### src/rtl/nco_dll.sv
// nco_dll: phase-accumulator NCO producing square, quadrature and wrap outputs,
// plus an accumulate-and-dump decimator that turns the frequency word into a pitch sample.
module nco_dll #(
  parameter int FREQ_W  = 8,
  parameter int PHASE_W = 12,
  parameter int DEC_W   = 4
) (
  input  logic                    clk_i,
  input  logic                    rst_i,
  input  logic [FREQ_W-1:0]       freq_i,
  output logic                    sq_o,
  output logic                    sq90_o,
  output logic                    cyc_o,
  output logic [FREQ_W+DEC_W-1:0] pitch_o,
  output logic                    pitch_vld_o
);

  localparam int SUM_W = FREQ_W + DEC_W;

  logic [FREQ_W-1:0]  freq_r;
  logic [PHASE_W-1:0] acc_r;
  logic [PHASE_W:0]   acc_sum_s;
  logic [DEC_W-1:0]   dec_cnt_r;
  logic [SUM_W-1:0]   sum_r;
  logic [SUM_W-1:0]   sum_nxt_s;
  logic               dec_tc_s;

  // Next phase (with carry) and next decimator sum
  always_comb begin
    acc_sum_s = {1'b0, acc_r} + {{(PHASE_W+1-FREQ_W){1'b0}}, freq_r};
    sum_nxt_s = sum_r + {{DEC_W{1'b0}}, freq_r};
    dec_tc_s  = (dec_cnt_r == {DEC_W{1'b1}});
  end

  // Input register, phase accumulator and outputs derived from the next phase
  always_ff @(posedge clk_i or posedge rst_i) begin
    if (rst_i) begin
      freq_r <= '0;
      acc_r  <= '0;
      sq_o   <= 1'b0;
      sq90_o <= 1'b0;
      cyc_o  <= 1'b0;
    end else begin
      freq_r <= freq_i;
      acc_r  <= acc_sum_s[PHASE_W-1:0];
      sq_o   <= acc_sum_s[PHASE_W-1];
      sq90_o <= acc_sum_s[PHASE_W-1] ^ acc_sum_s[PHASE_W-2];
      cyc_o  <= acc_sum_s[PHASE_W];
    end
  end

  // Accumulate-and-dump decimator; the terminal sample goes straight into pitch_o
  always_ff @(posedge clk_i or posedge rst_i) begin
    if (rst_i) begin
      dec_cnt_r   <= '0;
      sum_r       <= '0;
      pitch_o     <= '0;
      pitch_vld_o <= 1'b0;
    end else begin
      dec_cnt_r <= dec_cnt_r + DEC_W'(1);
      if (dec_tc_s) begin
        pitch_o     <= sum_nxt_s;
        sum_r       <= '0;
        pitch_vld_o <= 1'b1;
      end else begin
        sum_r       <= sum_nxt_s;
        pitch_vld_o <= 1'b0;
      end
    end
  end

endmodule
### config.mk
export PLATFORM = sky130hd
export DESIGN_NAME = nco_dll
export DESIGN_NICKNAME = d
export VERILOG_FILES = /design/src/rtl/nco_dll.sv
export SDC_FILE = /design/constraint.sdc
export NUM_CORES = 1
export LEC_CHECK = 0
export CELL_PAD_IN_SITES_DETAIL_PLACEMENT = 0
export CELL_PAD_IN_SITES_GLOBAL_PLACEMENT = 2
export CORE_MARGIN = 5
export CORE_UTILIZATION = 37
export DETAILED_ROUTE_END_ITERATION = 6
export GPL_TIMING_DRIVEN = 0
export PLACE_DENSITY_LB_ADDON = 0.05
export SYNTH_ARGS = -nofsm -noshare
export SYNTH_HDL_FRONTEND = slang
export SYNTH_SLANG_ARGS = --single-unit
export TNS_END_PERCENT = 5
### constraint.sdc
create_clock -name clk_i -period 2.6 [get_ports clk_i]
set_input_delay 0.52 -clock clk_i [delete_from_list [all_inputs] [get_ports clk_i]]
set_output_delay 0.52 -clock clk_i [all_outputs]
set_load 0.01 [all_outputs]
# [Word level (Yosys, flattened, before mapping)]
# Index checks and enable logic that the tools add are counted.
[word_totals] regBits=52 inputBits=10 out_inout_bits=16 wordCells=16
[op_classes] addsub=3 eq_ne=1 n_mux=2 n_bitwise=1
[op_table] operator="adder 12 x 8 -> 13 bit" count=1
[op_table] operator="adder 12 x 8 -> 12 bit" count=1
[op_table] operator="two-way mux 12 bit" count=1
[op_table] operator="adder 4 x 1 -> 4 bit (second input constant)" count=1
[op_table] operator="equality test 4 bit (second input constant)" count=1
[op_table] operator="two-way mux 1 bit" count=1
[op_table] operator="bitwise XOR 1 bit" count=1

# [Depth between registers and ports, before layout]
[logic_depth] depth_word=2 depth_mapped=8 ltp_nobuf=8

# [Worst setup path after synthesis]
# No wires, ideal clock.
[synth_path] path_type="flip-flop to flip-flop" from="register freq_r[0]" to="register sq90_o" setup_ps=134 t_arrival_ps=2080 t_required_ps=2466 setup_slack_ps=386 stages_incl_launch_ff=9 path_buffers=0 synth_period_minus_slack_ps=2214 cell_sequence="dfrtp_1 ha_1 fa_1 a211oi_2 nor2_1 o41a_1 nand3_2 xnor2_2 xnor3_1"
[synth_between] elab_chain_cells=2
[synth_rtl] item="start, declared" line="20" rtl="logic [FREQ_W-1:0] freq_r;"
[synth_rtl] item="start signal, assigned" line="44" rtl="freq_r <= freq_i;"
[synth_rtl] item="adder 12 x 8 -> 13 bit" line="30" rtl="acc_sum_s = {1'b0, acc_r} + {{(PHASE_W+1-FREQ_W){1'b0}}, freq_r};"
[synth_rtl] item="net acc_sum_s[10]" line="22" rtl="logic [PHASE_W:0] acc_sum_s;"
[synth_rtl] item="bitwise XOR 1 bit" line="47" rtl="sq90_o <= acc_sum_s[PHASE_W-1] ^ acc_sum_s[PHASE_W-2];"
[synth_rtl] item="end signal, assigned" line="47"
[synth_rtl] item="end, declared" line="12" rtl="output logic sq90_o,"
# The timed path passes the listed nets, and every way through them passes these cells.
# A chain may end at the register's enable or synchronous reset.

# [Worst setup path in the final report]
# Ends and elaborated chain as after synthesis.

==> results_dict.tcl <==
set metrics [dict create \
    critPathLaunchType "flip-flop" \
    diodes 0 \
    drv_slew 0 \
    die_w_um 88.6 \
    grt_pass1_wl_um 7290 \
    via_per_inst 4.95 \
    num_io_pins 26 \
    setup_viol 0 \
    synth.cell_area_um2 2290 \
    ys_seq_area_share_pct 55.8 \
    avgSynthCellArea_um2 11.4 \
    worstPathArrival_ns 2.59 \
    r2r_slack_ns 0.19 \
    core_um2 5960 \
    port-buffer-count 25 \
    rsz0062_at_grt "no" \
    synthTopCellsByCount "dfrtp_1, nor2_1, nand2_1" \
    antenna_found_initial 0 \
    clkTransAtPathRegs_ns 0.09 \
    p_leak_nw 1.28 \
    drv_cap 0 \
    hold_viol 0 \
    end_kind "flip-flop" \
    cts_buffers 5 \
    worstMarginPinSlew_ns 0.479 \
    overflow 0 \
    route.vias.total 1529 \
    synth.net_count 229 \
    synth-edff-count 0 \
    ctsHtreeMaxLevel 2 \
    syn-instance-count 200 \
    drc 0 \
    required_ns 2.78 \
    synth_warnings 0 \
    synth.area.top_cells "dfrtp_1, ha_1, xnor2_1" \
    postCtsSetupBuffers 0 \
    clock_skew_ns 0.00438 \
    yosys.area.top_type_share_pct 55.8 \
    clk_path_buf_depth 2 \
    die_area_um2 7850 \
    synth_top_cell_by_area "dfrtp_1" \
    drt_iter0_drc 32 \
    grt.total_usage_pct 12.1 \
    antenna_left 0 \
    synthFlopType "dfrtp_1" \
    finish.utilization_pct 46.0 \
    powerDensity_nw_per_um2 946 \
    place.gp.congestion 0.744 \
    fin_area_um2 2740 \
    yosysMostFrequentCell "dfrtp_1" \
    first_global_vias 1643 \
    cts_tree "yes" \
    synth_seq_cells 51 \
    grt_start_max_net_pins 34 \
    cts-root-buf "clkbuf_8" \
    start_util_pct 38.4 \
    cts.sink_count 51 \
    clk_latency_ns 0.29 \
    period_share_pct 92.8 \
    criticalPathCategory "flip-flop to flip-flop" \
    drive_above_1_share_pct 5.13 \
    dp_hpwl_um 3370 \
    cp_max_fo 3 \
    placed_cell_area_um2 2650 \
    die_h_um 88.6 \
    nets 262 \
    firstDrtPassIters 4 \
    routed_wl_um 4340 \
    vdd_ir_drop_max_v 0.000469 \
    layout_min_cycle_time_ns 2.41 \
    max-slew-margin-rel_pct 68.0 \
    rows 28 \
    area_growth_pct 19.8 \
    fmax_mhz 415 \
    worstHoldPathType "flip-flop to flip-flop" \
    synth_cell_type_count 32 \
    async_reset_ff_share_pct 100 \
    wl_per_cell_um 14.0 \
    status "completed" \
]
==> worst paths after layout <==
check                             startpoint            to  depth (start not counted)
min in group asynchronous              rst_i     freq_r[0]                          2
worst max register to register     freq_r[0]        sq90_o                          8
worst max-delay path               freq_r[0]        sq90_o                          8
worst min register to register  dec_cnt_r[0]  dec_cnt_r[0]                          1
worst min-delay path            dec_cnt_r[0]  dec_cnt_r[0]                          1
max in group asynchronous              rst_i      sum_r[8]                          3
==> what timing repair did <==
item | in CTS | in global routing
resized for setup | 0 | 1
endpoints found under the setup margin | 0 | 2
hold buffers | 0 | 0
==> stage by stage <==
| stage | worst slack, ns | setup TNS (ns) | hold slack, ns | std cells | total power (W) |
|---|---|---|---|---|---|
| finish | 0.188 | 0 | 0.454 | 309 | 0.00259 |
| global route | 0.00824 | 0 | 0.494 | 309 | 0.00280 |
| CTS | 0.0953 | 0 | 0.457 | 309 | 0.00264 |
| detailed placement | 0.139 | 0 | 0.442 | 301 | 0.00220 |
| global placement | -0.102 | -5.09 | 0.434 | 300 | 0.00216 |
| floorplan | 0.386 | 0 | 0.421 | 200 | 0.00181 |
==> power by group <==
part           switching [W]  internal (W)  total [W]
clock network       0.000239      0.000189   0.000428
logic               0.000480      0.000549    0.00103
registers           0.000119       0.00102    0.00113
==> placed cells by master (no fill, tap or decap), types with 3 or more instances in the layout <==
cell,n
a21oi_1,9
clkbuf_8,5
xor2_1,7
dfrtp_1,51
o21ai_0,14
clkdlybuf4s50_1,25
ha_1,17
clkbuf_1,5
xnor2_1,13
inv_1,4
a21o_1,5
nand2_1,21
nor2_1,23
and2_1,3
nand3_1,6
==> flip-flops by register name, indices dropped and copies added, names as in the netlist <==
signal       count
sum_r           12
cyc_o            1
dec_cnt_r        4
freq_r           8
sq90_o           1
pitch_vld_o      1
acc_r           12
pitch_o         12
==> metal layers <==
| metal | GRT usage [%] | share of wire, % |
|---|---|---|
| met2 | 21.1 | 50 |
| met1 | 14.8 | 44 |
| met3 | 3.07 | 4.9 |
| met5 | 0 | 0 |
| met4 | 3.85 | 1.1 |
==> cell type report <==
class	instances	area, µm²
Fill cell	586	3220
Sequential cell	51	1280
Multi-Input combinational cell	141	988
Timing Repair Buffer	26	270
Tap cell	75	93.8
Clock buffer	7	76.3
Inverter	5	18.8
Buffer	3	11.3
Clock inverter	1	5.00
==> cell families (layout without fill, tap and decap cells) <==
family          after synthesis  count (layout)  share of synthesized area (%)
compound gates               39              39                           10.7
xor+xnor                     22              22                           9.35
simple gates                 61              61                           11.8
flops                        51              51                           55.8
fa+ha+maj                    19              19                           11.1
buf+inv                       8              42                           1.31
==> critical path, stage by stage (launching register included) <==
cell	delay, ns
dfrtp_1	0.39
ha_1	0.23
fa_1	0.45
a211oi_2	0.24
nor2_1	0.10
o41a_1	0.39
nand3_2	0.13
xnor2_2	0.13
xnor3_1	0.23
Note: power is estimated with default switching activity, not from simulation.
